## config.mk

```make
export PLATFORM = sky130hd
export DESIGN_NAME = sysid_check_master
export DESIGN_NICKNAME = d
export VERILOG_FILES = /design/src/rtl/sysid_check_master.sv
export SDC_FILE = /design/constraint.sdc
export NUM_CORES = 1
export LEC_CHECK = 0
export ABC_AREA = 1
export CORE_UTILIZATION = 50
export CTS_CLUSTER_SIZE = 12
export DETAILED_ROUTE_END_ITERATION = 10
export DONT_BUFFER_PORTS = 1
export PLACE_DENSITY = 0.68
export SLEW_MARGIN = 10
export SYNTH_ARGS = -nofsm -noshare
export SYNTH_HDL_FRONTEND = slang
export SYNTH_SLANG_ARGS = --single-unit
```

## constraint.sdc

```tcl
create_clock -name clock -period 1.75 [get_ports clock]
set_clock_uncertainty 0.2 [all_clocks]
set_input_delay 0.2625 -clock clock [delete_from_list [all_inputs] [get_ports clock]]
set_output_delay 0.2625 -clock clock [all_outputs]
set_load 0.02 [all_outputs]
```

## src/rtl/sysid_check_master.sv

```systemverilog
// Avalon-MM read master that fetches the sysid ID and timestamp words and checks them against build-time values.
// Optional stall timeout compiled in with `define SYSID_CHECK_TIMEOUT_EN.
module sysid_check_master #(
  parameter logic [31:0] EXPECTED_ID        = 32'h0000_0000,
  parameter logic [31:0] EXPECTED_TIMESTAMP = 32'h5850_4150,
  parameter int          TIMEOUT_CYCLES     = 255
) (
  input  logic        clock,
  input  logic        reset,
  input  logic        start,
  output logic        avm_address,
  output logic        avm_read,
  input  logic        avm_waitrequest,
  input  logic [31:0] avm_readdata,
  output logic        busy,
  output logic        done,
  output logic        pass,
  output logic [1:0]  err,
  output logic [31:0] id_value,
  output logic [31:0] ts_value
);

  typedef enum logic [2:0] {IDLE, RD_ID, RD_TS, CHECK, DONE} state_t;

  localparam logic [1:0] ERR_NONE    = 2'd0;
  localparam logic [1:0] ERR_ID      = 2'd1;
  localparam logic [1:0] ERR_TS      = 2'd2;
  localparam logic [1:0] ERR_TIMEOUT = 2'd3;

  state_t state;

`ifdef SYSID_CHECK_TIMEOUT_EN
  localparam logic [15:0] TIMEOUT_LIMIT = 16'(TIMEOUT_CYCLES);
  logic [15:0] stall_cnt;
`endif

  // ID mismatch outranks timestamp mismatch
  function automatic logic [1:0] compare_err(input logic [31:0] id_w, input logic [31:0] ts_w);
    if (id_w != EXPECTED_ID)             return ERR_ID;
    else if (ts_w != EXPECTED_TIMESTAMP) return ERR_TS;
    else                                 return ERR_NONE;
  endfunction

  always_ff @(posedge clock) begin
    if (reset) begin
      state       <= IDLE;
      avm_read    <= 1'b0;
      avm_address <= 1'b0;
      busy        <= 1'b0;
      done        <= 1'b0;
      pass        <= 1'b0;
      err         <= ERR_NONE;
      id_value    <= '0;
      ts_value    <= '0;
`ifdef SYSID_CHECK_TIMEOUT_EN
      stall_cnt   <= '0;
`endif
    end else begin
      case (state)
        IDLE, DONE: begin
          if (start) begin
            state       <= RD_ID;
            avm_read    <= 1'b1;
            avm_address <= 1'b0;
            busy        <= 1'b1;
            done        <= 1'b0;
`ifdef SYSID_CHECK_TIMEOUT_EN
            stall_cnt   <= '0;
`endif
          end
        end
        RD_ID, RD_TS: begin
          if (!avm_waitrequest) begin
            if (state == RD_ID) begin
              id_value    <= avm_readdata;
              state       <= RD_TS;
              avm_address <= 1'b1;
            end else begin
              ts_value    <= avm_readdata;
              state       <= CHECK;
              avm_read    <= 1'b0;
              avm_address <= 1'b0;
            end
`ifdef SYSID_CHECK_TIMEOUT_EN
            stall_cnt <= '0;
          end else if (stall_cnt == TIMEOUT_LIMIT) begin
            // Abandon the stalled read and report straight away
            state       <= DONE;
            avm_read    <= 1'b0;
            avm_address <= 1'b0;
            busy        <= 1'b0;
            done        <= 1'b1;
            pass        <= 1'b0;
            err         <= ERR_TIMEOUT;
          end else begin
            stall_cnt <= stall_cnt + 16'd1;
`endif
          end
        end
        CHECK: begin
          err   <= compare_err(id_value, ts_value);
          pass  <= (compare_err(id_value, ts_value) == ERR_NONE);
          done  <= 1'b1;
          busy  <= 1'b0;
          state <= DONE;
        end
        default: state <= IDLE;
      endcase
    end
  end

endmodule

```

==> flow_summary.rst <==
.. list-table::
   :header-rows: 1

   * - Metric
     - Value
   * - Post-cts resize count
     - 0
   * - Arithmetic-cell share of the synthesized area counting full adders, half adders and majority gates
     - 0%
   * - Total iterations of the first detailed-routing run
     - 4
   * - Outcome
     - finished clean
   * - Fin. Hold Viols
     - 0
   * - Via count of the first global-routing pass
     - about 2.6k
   * - Starting DRT DRC Count
     - ~180
   * - Post-synthesis net count
     - ~450
   * - Launching point of the worst reg2reg path
     - state[1]
   * - Total power draw
     - 5.58 mW
   * - Required arrival time at the worst endpoint
     - 1.77 ns
   * - Num ports
     - ~110
   * - Source of the critical timing path
     - state[1]
   * - Number of I/O port buffers
     - 0
   * - Final Cell Area
     - approximately 3600 µm²
   * - Standard cell core area
     - roughly 5600 µm²
   * - N_diodes
     - 0
   * - Die width
     - 79.1 µm
   * - Data arrival, critical path
     - around 1.7 ns
   * - Relative area change from synthesis to final layout
     - 22.0%
   * - Master cell of the clock root buffer
     - sky130_fd_sc_hd__clkbuf_8
   * - Die Area
     - about 6300 µm²
   * - Multiplexer share of the synthesized area
     - 0%
   * - Sequential Power Share
     - between 40 and 50%
   * - Chip height
     - 79.1 µm
   * - Number of cells traversed by the worst register-to-register path
     - 7
   * - Final worst hold slack
     - roughly 0.11 ns
   * - Crit path kind
     - flip-flop to flip-flop
   * - Worst slew slack as a fraction of its limit
     - 64.3%
   * - Share of synthesized cell area in and, or, nand and nor gates
     - approximately 28%
   * - Terminating pin of the worst hold path
     - avm_read
   * - Buffers inserted during post-CTS setup optimization
     - 0
   * - Maximum number of pins on one net before global-route repair
     - 43
   * - Transition time at the pin with the least slew margin
     - 0.534 ns
   * - Final setup viols
     - 0
   * - Max Slew Vio Count
     - 0
   * - Clock transition time at the flip-flop clock pins of the worst setup and hold paths
     - about 0.080 ns
   * - Post-DP HPWL
     - approximately 5800 µm
   * - Final min period
     - ~1.6 ns
   * - Startpoint types
     - flip-flop
   * - Number of buffers created by CTS
     - 9
   * - Mean area per synthesized cell
     - between 7 and 8 µm²
   * - Global-route usage over all layers
     - 27.5%
   * - Unrepaired setup endpoints after global routing
     - no
   * - Share of the core filled with cells
     - approximately two thirds
   * - Total of warnings raised by yosys
     - 0
   * - Combinational power share
     - roughly a quarter
   * - Sw power
     - about 2.2 mW
   * - Post-route antenna net violation count
     - 0
   * - Dominant combinational cell family by area after synthesis
     - simple AND/OR/NAND/NOR gates
   * - Number of distinct standard cells referenced by the synthesized netlist
     - 24
   * - Initial Util
     - between 50% and 60%
   * - Number of antenna violations at the first check in global routing
     - 0
   * - GP Congestion
     - ~0.9
   * - Routed wire length per instance
     - 15.4 µm
   * - Final-layout setup total negative slack
     - 0 ns
   * - Row count
     - 27
   * - R2r setup slk
     - approximately 0.12 ns
   * - Clock tree from TritonCTS
     - done
   * - Synthesized flop and latch total
     - 74
   * - Switching share of power
     - roughly 39%
   * - DRC Markers
     - 0
   * - First-pass GRT wire length
     - 13100 µm
   * - Share of the synthesized area in compound gates (AO/OA/AOI/OAI)
     - approximately 14%
   * - Count of H-tree levels built during CTS
     - 3
   * - Top achievable clock speed
     - slightly above 0.6 GHz
   * - GR Overflow Total
     - 0
   * - Internal portion of total power
     - 3.40 mW
   * - Sequential area share after synthesis
     - 49.8%
   * - Largest voltage drop on the vdd net
     - ~0.83 mV
   * - Placed instance area
     - roughly 3100 µm²
   * - Final worst-path cycle share
     - 92.9%
   * - Vias
     - 2796
   * - Hold buffers post-CTS
     - 35
   * - Launch instance of the worst min-delay path
     - start
   * - Xor and xnor fraction of the mapped netlist area
     - 0%
   * - Post-detailed-routing wire length
     - between 8000 and 9000 µm
   * - Share of post-route cells with drive strength above 1
     - roughly 8.9%
   * - Share of total power in the clock network
     - around 26%
   * - Nets@finish
     - roughly 500
   * - Hold depth
     - 4
   * - Leakage power
     - between 1.5 and 2 nW
   * - Cell area power density
     - approximately 1500 nW/µm²
   * - Total number of clock tree sinks
     - 74
   * - Endpoint of the most critical register-to-register path
     - ts_value[4]
   * - Maximum fanout encountered on the critical timing path
     - 42
   * - Via-to-Cell Ratio
     - approximately 5.2
   * - CP endpoint kind
     - flip-flop
   * - Hold/Removal Path Class
     - primary input to flip-flop
   * - Clock network latency to the later pin of the worst-skew pair
     - 0.34 ns
   * - Netlist Area Pre-Place
     - slightly below 3000 µm²
   * - Maximum Capacitance Violations
     - 0
   * - Gate count of the mapped netlist
     - 413
   * - Maximum clock path buffer count
     - 2
==> critical path, cell delays in order (launching register included) <==
cell                      delay (ns)
sky130_fd_sc_hd__dfxtp_1        0.34
sky130_fd_sc_hd__inv_2          0.07
sky130_fd_sc_hd__nor2_2         0.08
sky130_fd_sc_hd__nand2_1        0.08
sky130_fd_sc_hd__or2_1          0.25
sky130_fd_sc_hd__buf_12         0.18
sky130_fd_sc_hd__o21ai_0        0.24
sky130_fd_sc_hd__nor2_1         0.07
==> power by group through the flow <==
stage	logic (mW)	registers [mW]	clock network [mW]
3_3_place_gp	1.29	2.74	0
5_1_grt	1.64	2.78	1.53
6_report	1.43	2.72	1.43
3_5_place_dp	1.33	2.76	0
4_1_cts	1.42	2.72	1.46
2_1_floorplan	0.999	2.74	0
==> per-layer routing <==
metal | global-route usage, % | share of wire, % | vias up
met1 | 37.0 | 45 | 1255
met4 | 10.2 | 2.2 | 0
met3 | 9.77 | 9.8 | 17
met2 | 40.3 | 43 | 121
met5 | 0 | 0 | -
li1 | - | - | 1403
==> logic make-up after synthesis <==
kind of cell / Yosys count
AO/OA/AOI/OAI: 84
flip-flops: 74
buffers and inverters: 40
AND/OR/NAND/NOR: 215
==> placed cells by master (no fill, tap or decap) <==
master / n
sky130_fd_sc_hd__o21ai_1: 19
sky130_fd_sc_hd__inv_1: 15
sky130_fd_sc_hd__dfxtp_1: 74
sky130_fd_sc_hd__a21oi_1: 17
sky130_fd_sc_hd__buf_4: 17
sky130_fd_sc_hd__clkinvlp_4: 1
sky130_fd_sc_hd__nand3_1: 7
sky130_fd_sc_hd__or2_1: 1
sky130_fd_sc_hd__inv_2: 3
sky130_fd_sc_hd__clkbuf_1: 1
sky130_fd_sc_hd__nand2_1: 41
sky130_fd_sc_hd__nor2_4: 1
sky130_fd_sc_hd__nor3_1: 1
sky130_fd_sc_hd__nor2_2: 1
sky130_fd_sc_hd__or2_2: 2
sky130_fd_sc_hd__o21ai_0: 47
sky130_fd_sc_hd__o211a_1: 1
sky130_fd_sc_hd__nand4_1: 2
sky130_fd_sc_hd__clkbuf_8: 9
sky130_fd_sc_hd__clkinv_4: 2
sky130_fd_sc_hd__dlygate4sd3_1: 35
sky130_fd_sc_hd__nor2_1: 159
sky130_fd_sc_hd__clkinv_2: 1
sky130_fd_sc_hd__bufinv_16: 2
sky130_fd_sc_hd__inv_6: 1
sky130_fd_sc_hd__buf_12: 1
==> Yosys cell counts (all sizes together) <==
cell type | n | area (µm²)
o21ai | 66 | 330
nand2 | 41 | 154
dfxtp | 74 | 1480
clkbuf | 8 | 33.8
nand4 | 2 | 12.5
nor3 | 1 | 5.00
nand3 | 7 | 35.0
nor2 | 161 | 614
or2 | 3 | 18.8
clkinv | 1 | 8.76
inv | 18 | 67.6
buf | 13 | 118
a21oi | 17 | 85.1
o211a | 1 | 10.0
==> flip-flops by register name, indices dropped and copies added, names as in the netlist <==
register	cells
avm_read	1
busy	1
pass	1
done	1
id_value	32
state	3
err	2
ts_value	32
avm_address	1
==> how the worst max path moves through the flow <==
stage / endpoint / depth (start not counted)
2_1_floorplan: ts_value[11] / 8
3_3_place_gp: ts_value[4] / 7
3_5_place_dp: ts_value[20] / 7
4_1_cts: ts_value[20] / 7
5_1_grt: ts_value[24] / 8
6_report: ts_value[4] / 7
==> through the flow <==
step / std cells / worst slack, ns
6_report: 533 / 0.125
5_1_grt: 533 / 0.0138
4_1_cts: 533 / 0.132
3_5_place_dp: 482 / 0.147
3_3_place_gp: 482 / 0.206
2_1_floorplan: 413 / 0.309
==> layout make-up <==
type,count,area [µm²]
clock inverter,6,90.1
inverter,19,76.3
timing repair buffer,53,498
clock buffer,10,128
tap,72,90.1
sequential,74,1480
multi-input combinational,299,1260
fill,520,1980
No activity file was read; power rests on OpenSTA's default activity.
